===== config.mk =====
export PLATFORM = sky130hd
export DESIGN_NAME = param_seq_detector
export DESIGN_NICKNAME = d
export VERILOG_FILES = /design/src/rtl/seq_det_pkg.sv /design/src/rtl/sat_counter.sv /design/src/rtl/param_seq_detector.sv
export SDC_FILE = /design/constraint.sdc
export NUM_CORES = 1
export LEC_CHECK = 0
export BUFFER_PORTS_ARGS = -buffer_cell sky130_fd_sc_hd__buf_2
export CORE_ASPECT_RATIO = 2
export CORE_MARGIN = 2
export CORE_UTILIZATION = 50
export CTS_CLUSTER_SIZE = 12
export DETAILED_ROUTE_END_ITERATION = 7
export PLACE_DENSITY_LB_ADDON = 0.3
export SYNTH_ARGS = -nofsm -noshare
export SYNTH_HDL_FRONTEND = slang
export SYNTH_SLANG_ARGS = --single-unit

===== constraint.sdc =====
create_clock -name clck -period 3.52 [get_ports clck]
set_input_delay 0.352 -clock clck [delete_from_list [all_inputs] [get_ports clck]]
set_output_delay 0.352 -clock clck [all_outputs]
set_load 0.01 [all_outputs]

===== src/rtl/seq_det_pkg.sv =====
// Shared constants and helpers for the programmable serial sequence detector.
package seq_det_pkg;

  localparam int DEF_MAX_LEN = 8;
  localparam int DEF_CNT_W   = 8;

  localparam logic OVERLAP     = 1'b1;
  localparam logic NON_OVERLAP = 1'b0;

  // Right-aligned mask with the low `len` bits set.
  function automatic logic [31:0] len_mask(input logic [31:0] len);
    if (len >= 32'd32) return '1;
    return (32'd1 << len) - 32'd1;
  endfunction

endpackage


===== src/rtl/sat_counter.sv =====
// Saturating up-counter: increments on inc_i, holds at all-ones, never wraps.
module sat_counter #(
  parameter int W = 8
) (
  input  logic         clk,
  input  logic         rst_n,
  input  logic         inc_i,
  output logic [W-1:0] cnt_o
);

  logic [W-1:0] cnt_q, cnt_d;

  always_comb begin
    cnt_d = cnt_q;
    if (inc_i && (cnt_q != '1)) cnt_d = cnt_q + W'(1);
  end

  always_ff @(posedge clk or negedge rst_n) begin
    if (!rst_n) cnt_q <= '0;
    else        cnt_q <= cnt_d;
  end

  assign cnt_o = cnt_q;

endmodule


===== src/rtl/param_seq_detector.sv =====
// Runtime-programmable serial bit-sequence detector with zero-latency Mealy det.
// Define SEQ_DET_MATCH_CNT_EN to build the saturating match counter; otherwise match_cnt is 0.
module param_seq_detector
  import seq_det_pkg::*;
#(
  parameter int                 MAX_LEN     = DEF_MAX_LEN,
  parameter int                 LEN_W       = $clog2(MAX_LEN + 1),
  parameter int                 CNT_W       = DEF_CNT_W,
  parameter logic [MAX_LEN-1:0] DEF_PATTERN = MAX_LEN'(9),
  parameter logic [LEN_W-1:0]   DEF_LEN     = LEN_W'(4),
  parameter logic               DEF_OVERLAP = OVERLAP
) (
  input  logic               clck,
  input  logic               rst_n,
  input  logic               in,
  input  logic               in_valid,
  input  logic               cfg_load,
  input  logic [MAX_LEN-1:0] cfg_pattern,
  input  logic [LEN_W-1:0]   cfg_len,
  input  logic               cfg_overlap,
  output logic               det,
  output logic [LEN_W-1:0]   fill,
  output logic [CNT_W-1:0]   match_cnt
);

  logic [MAX_LEN-1:0] hist_q, hist_d, pat_q, pat_d, hist_nxt;
  logic [LEN_W-1:0]   fill_q, fill_d, len_q, len_d;
  logic               ovl_q, ovl_d;
  logic               len_ok, fill_ok, bits_eq, match;

  always_comb begin
    hist_nxt = {hist_q[MAX_LEN-2:0], in};
    len_ok   = (len_q != '0) && (len_q <= LEN_W'(MAX_LEN));
    fill_ok  = ((LEN_W+1)'(fill_q) + (LEN_W+1)'(1)) >= (LEN_W+1)'(len_q);
    bits_eq  = ((32'(hist_nxt ^ pat_q)) & len_mask(32'(len_q))) == 32'd0;
    match    = in_valid & ~cfg_load & len_ok & fill_ok & bits_eq;
  end

  // Reset gating keeps det quiet while rst_n is held, whatever the defaults are.
  assign det  = match & rst_n;
  assign fill = fill_q;

  always_comb begin
    hist_d = hist_q;
    fill_d = fill_q;
    pat_d  = pat_q;
    len_d  = len_q;
    ovl_d  = ovl_q;
    if (cfg_load) begin
      pat_d  = cfg_pattern;
      len_d  = cfg_len;
      ovl_d  = cfg_overlap;
      hist_d = '0;
      fill_d = '0;
    end else if (in_valid) begin
      hist_d = hist_nxt;
      if (match && (ovl_q == NON_OVERLAP)) fill_d = '0;
      else if (fill_q != LEN_W'(MAX_LEN))  fill_d = fill_q + LEN_W'(1);
    end
  end

  always_ff @(posedge clck or negedge rst_n) begin
    if (!rst_n) begin
      hist_q <= '0;
      fill_q <= '0;
      pat_q  <= DEF_PATTERN;
      len_q  <= DEF_LEN;
      ovl_q  <= DEF_OVERLAP;
    end else begin
      hist_q <= hist_d;
      fill_q <= fill_d;
      pat_q  <= pat_d;
      len_q  <= len_d;
      ovl_q  <= ovl_d;
    end
  end

`ifdef SEQ_DET_MATCH_CNT_EN
  sat_counter #(.W(CNT_W)) u_match_cnt (
    .clk   (clck),
    .rst_n (rst_n),
    .inc_i (det),
    .cnt_o (match_cnt)
  );
`else
  assign match_cnt = '0;
`endif

endmodule


=== After elaboration in Yosys (flattened, before gate mapping) ===
Cells that the tools add are included.

* Register bits: 24
* Input bits: 18
* Output and inout port bits: 13
* Logic and storage cells: 34

* Add/sub/neg operators: 3
* Order comparisons: 2
* Equality and inequality tests: 1
* Shift-type cells: 1
* Mux-type cells: 6
* Bitwise logic cells: 9
* Reductions and logical operators: 7

{| class="wikitable"
|+ Operator list
! cell !! count
|-
| AND 8 x 32 -> 32 bit || 1
|-
| zero test 32 bit || 1
|-
| left shift 1 x 4 -> 32 bit, first input constant || 1
|-
| subtractor 32 x 1 -> 32 bit, second input constant || 1
|-
| two-way mux 4 bit || 4
|-
| two-way mux 7 bit || 2
|-
| XOR 8 bit || 1
|-
| adder 4 x 1 -> 5 bit, second input constant || 1
|-
| AND 1 bit || 5
|-
| >= comparator 5 x 4 -> 1 bit || 1
|-
| adder 4 x 1 -> 4 bit, second input constant || 1
|-
| less-or-equal comparator 4 bit, second input constant || 1
|-
| inequality test 4 bit, second input constant || 1
|-
| nonzero test 4 bit || 1
|-
| nonzero test 3 bit || 1
|-
| logical AND 1 bit || 2
|-
| inverter 1 bit || 2
|-
| AND reduction 2 bit || 1
|-
| nonzero test 2 bit || 1
|}

=== Logic depth before layout (Yosys ltp) ===
* Depth in word-level cells: 9
* Depth in mapped cells: 10
* Depth with buffers taken out: 9

=== Worst setup path after synthesis ===
No wires, ideal clock.

* Path type: register -> output
* Start point: reg len_q[0]
* End point: out det
* Arrival time: 2.365 ns
* Required time: 3.168 ns
* Path slack: 0.803 ns
* Cell stages (with the launch flop): 8
* Buffers on the path: 1
* Path through: dfrtp_1 -> buf_6 -> or4_4 -> ha_1 -> and2_1 -> o2111ai_1 -> nand4bb_4 -> nor4b_1

* Longest elaborated chain between the ends: 6
* Elaborated cells between the ends (all ways): 12
* Classes of those cells: add/sub: 1; order compare: 2; shift: 1; bitwise: 5; reduce/logical: 3

{| class="wikitable"
|+ RTL lines
! what !! RTL line !! text
|-
| start: declaration || param_seq_detector.sv:27 || <nowiki>logic [LEN_W-1:0] fill_q, fill_d, len_q, len_d;</nowiki>
|-
| start signal: assignment || param_seq_detector.sv:73 || <nowiki>len_q <= len_d;</nowiki>
|-
| left shift 1 x 4 -> 32 bit (tied with other cells) || seq_det_pkg.sv:13 || <nowiki>return (32'd1 << len) - 32'd1;</nowiki>
|-
| subtractor 32 x 1 -> 32 bit / logical AND 1 bit (equally long branches) || seq_det_pkg.sv:13, param_seq_detector.sv:33 ||
|-
| AND 8 x 32 -> 32 bit / AND 1 bit (equally long branches) || param_seq_detector.sv:35, param_seq_detector.sv:36 ||
|-
| zero test 32 bit / AND 1 bit (equally long branches) || param_seq_detector.sv:35, param_seq_detector.sv:36 ||
|-
| AND 1 bit (*) || param_seq_detector.sv:36 || <nowiki>match = in_valid & ~cfg_load & len_ok & fill_ok & bits_eq;</nowiki>
|-
| AND 1 bit (*) || param_seq_detector.sv:40 || <nowiki>assign det = match & rst_n;</nowiki>
|-
| end: declaration || param_seq_detector.sv:21 || <nowiki>output logic det,</nowiki>
|}

Every way passes the cells marked *; elsewhere a longest branch is shown, timed or not.

=== Final worst setup path ===
Ends and elaborated chain as after synthesis.

==> results.md <==
- Critical Path Slowest Stage Cell: or4_4
- Mapped Avg Cell Area: 10.6 sq um
- IO buf count: 22
- Sink Count: 24
- Largest fanout on the critical path: 10
- First-pass GRT wire length: 4.80 mm
- Crit path kind: register to output pin
- Fillers: 298
- RSZ-0062 raised after global routing: no
- Max Freq: 0.327 GHz
- Final #Nets: 191
- Antenna Nets Post-Route: 0
- Net Switching: 177 uW
- Core area: 2940 sq um
- Final wirelength: 2.77 mm
- CP arrival: 2700 ps
- Pre-antenna DRT Iters: 2
- Antenna diode count: 0
- Sequential-to-total area share from yosys stat: 0.393
- Post-synth EDFFs: 0
- Full die area: 3570 sq um
- CP endpoint kind: output pin
- Design internal power: 456 uW
- Design Power: 634 uW
- Pleak: 0.000751 uW
- CP top delay family: simple AND/OR/NAND/NOR gates
- Setup TNS: 0 ps
- Final Skew: 6.49 ps
- Wire per inst: 14.2 um
- Sw frac: 0.280
- DRC: 0
- Die width: 43.3 um
- Async SR Flop Fraction: 1.00
- Register bit total from synthesis: 24
- Vias per cell: 5.54
- Commonest non-fill, non-tap cell in the layout: buf_2
- Total CTS buffers: 3
- Layout cells sized above 1: 0.297
- Final Critical Period: 3050 ps
- Crit-path cells: or4_4 -> ha_1 -> and2_1 -> o2111ai_1 -> nand4bb_4 -> nor4b_1 -> buf_2
- Crit share post-route: 0.868
- Slew of the pin with the lowest slew margin: 522 ps
- Max-Cap Viols: 0
- Synthesized area: 1540 sq um
- Cell Pwr Density: 381 nW/um^2
- DR vias: 1081
- Yosys warns: 0
- Routability cong.: 0.835
- VDD IR-drop max: 0.296 mV
- Status: finished clean
- Sequential fraction of design power: 0.505
- Slew Viols, Final: 0
- Initial Util: 0.524
- Logic pwr share: 0.205
- Max transition margin: 0.652
- H-Tree Depth: 1
- Area Growth Syn to Fin: 7.79%
- Final Hold Viols: 0
- Post-CTS sizing: 0
- Total area of sequential cells: 606 sq um
- GRT Util Overall: 0.179
- Post-synth top flop: dfrtp_1
- Final setup vio count: 0
- Final HPWL DP: 2.24 mm
- Most frequent cells in the layout: buf_2, dfrtp_1, nor2_1
- Nature of the critical path startpoint: register
- Clock power frac: 0.291
- Post-CTS Setup Bufs: 0
- Clock-pin slew on the worst setup and hold paths: 80 ps
- Number of I/O pins: 31
- Bufs and invs on worst path: 1
- Critical Path RT: 3170 ps
- Initial DRC count: 12
- Number of global-route vias before repair: 1105
- Clk buf depth: 2
- DIE HEIGHT: 82.6 um
- Worst skew pair latency: 270 ps
- CTS tree: built
- Mapped Cells: 146
- Critical path's largest stage delay: 560 ps
- Std cell rows: 28
- Hold Buf Count CTS: 0
- Largest net degree at the start of global routing: 30
- Root Buffer: clkbuf_8
- Initial antenna violation count: 0
- Worst hold path type: input port to asynchronous set/reset pin
- Remaining global-route overflow: 0
- Area of the multi-input gates: 825 sq um
- Unique masters post-synth: 42
## synth_stat cells (2+ instances only)
master	count	area share
a21oi_1	4	0.013
buf_4	9	0.044
buf_6	3	0.022
clkbuf_1	2	0.0049
dfrtp_1	20	0.32
dfstp_2	4	0.068
ha_1	7	0.057
inv_1	6	0.015
inv_2	2	0.0049
mux2_2	9	0.066
mux2i_1	8	0.052
nand2_1	8	0.019
nand2b_1	3	0.012
nand4_1	2	0.0081
nor2_1	11	0.027
nor2b_1	2	0.0081
nor4_1	2	0.0081
o2111ai_1	2	0.011
o21ai_0	9	0.029
o22ai_1	2	0.0081
xnor2_1	8	0.045
xor2_1	3	0.017
## kinds of logic (layout without fill, tap and decap cells)
| kind of cell | after synthesis | count (layout) | share of synthesized area |
|---|---|---|---|
| xor gates and xnor gates | 11 | 11 | 0.0625 |
| other | 1 | 8 | 0.00243 |
| muxes | 17 | 17 | 0.118 |
| and+or+nand+nor | 38 | 38 | 0.149 |
| AOI/OAI and AO/OA | 26 | 26 | 0.129 |
| DFF | 24 | 24 | 0.393 |
| adders and majority gates | 7 | 7 | 0.0568 |
| buffers and inverters | 22 | 34 | 0.0900 |
## sequential cells by signal, indices dropped and copies added (netlist names)
name and count:
fill 4, hist_q 7, len_q 4, ovl_q 1
pat_q 8
## power by group through the flow
stage | combinational, uW | clock, uW | sequential [uW]
finish | 130 | 184 | 320
detailed placement | 132 | 0 | 325
CTS | 133 | 189 | 320
global placement | 129 | 0 | 323
global route | 146 | 202 | 323
floorplan | 113 | 0 | 317
## area by class of cell
| cell class | instances | share of cell area |
|---|---|---|
| Multi-Input combinational cell | 107 | 0.496 |
| Sequential cell | 24 | 0.364 |
| Timing Repair Buffer | 22 | 0.0662 |
| Clock buffer | 4 | 0.0331 |
| Tap cell | 30 | 0.0226 |
| Inverter | 8 | 0.0181 |
## final timing paths
path                             start  endpoint  slack [ps]  cells after the start
max                           len_q[0]       det         470                      7
min                              rst_n  pat_q[4]          60                      1
max reg2reg                   len_q[0]   fill[3]         760                      8
min reg2reg                      ovl_q     ovl_q         510                      2
max in group asynchronous        rst_n  len_q[2]        3100                      1
min in group clck          cfg_overlap     ovl_q         290                      3
## per-stage QoR
step / instances / area [sq um] / util / hold slack, ps / setup WS (ps)
2_1_floorplan: 153 / 1570 / - / 56.4 / 803
3_3_place_gp: 191 / 1610 / 0.546 / 368 / 783
3_5_place_dp: 191 / 1610 / 0.546 / 371 / 753
4_1_cts: 195 / 1660 / 0.565 / 82.0 / 454
5_1_grt: 195 / 1660 / 0.565 / 100 / 291
6_report: 195 / 1660 / 0.565 / 55.7 / 466
## metal layers
metal  up-vias  wire (um)  GRT usage  share of wire
met1       526       1010      0.178           0.37
met3         6         58     0.0217          0.021
li1        534          -          -              -
met4         0         58     0.0758          0.021
met5         -          0          0              0
met2        15       1640      0.355           0.59
No activity file was read; power rests on OpenSTA's default activity.
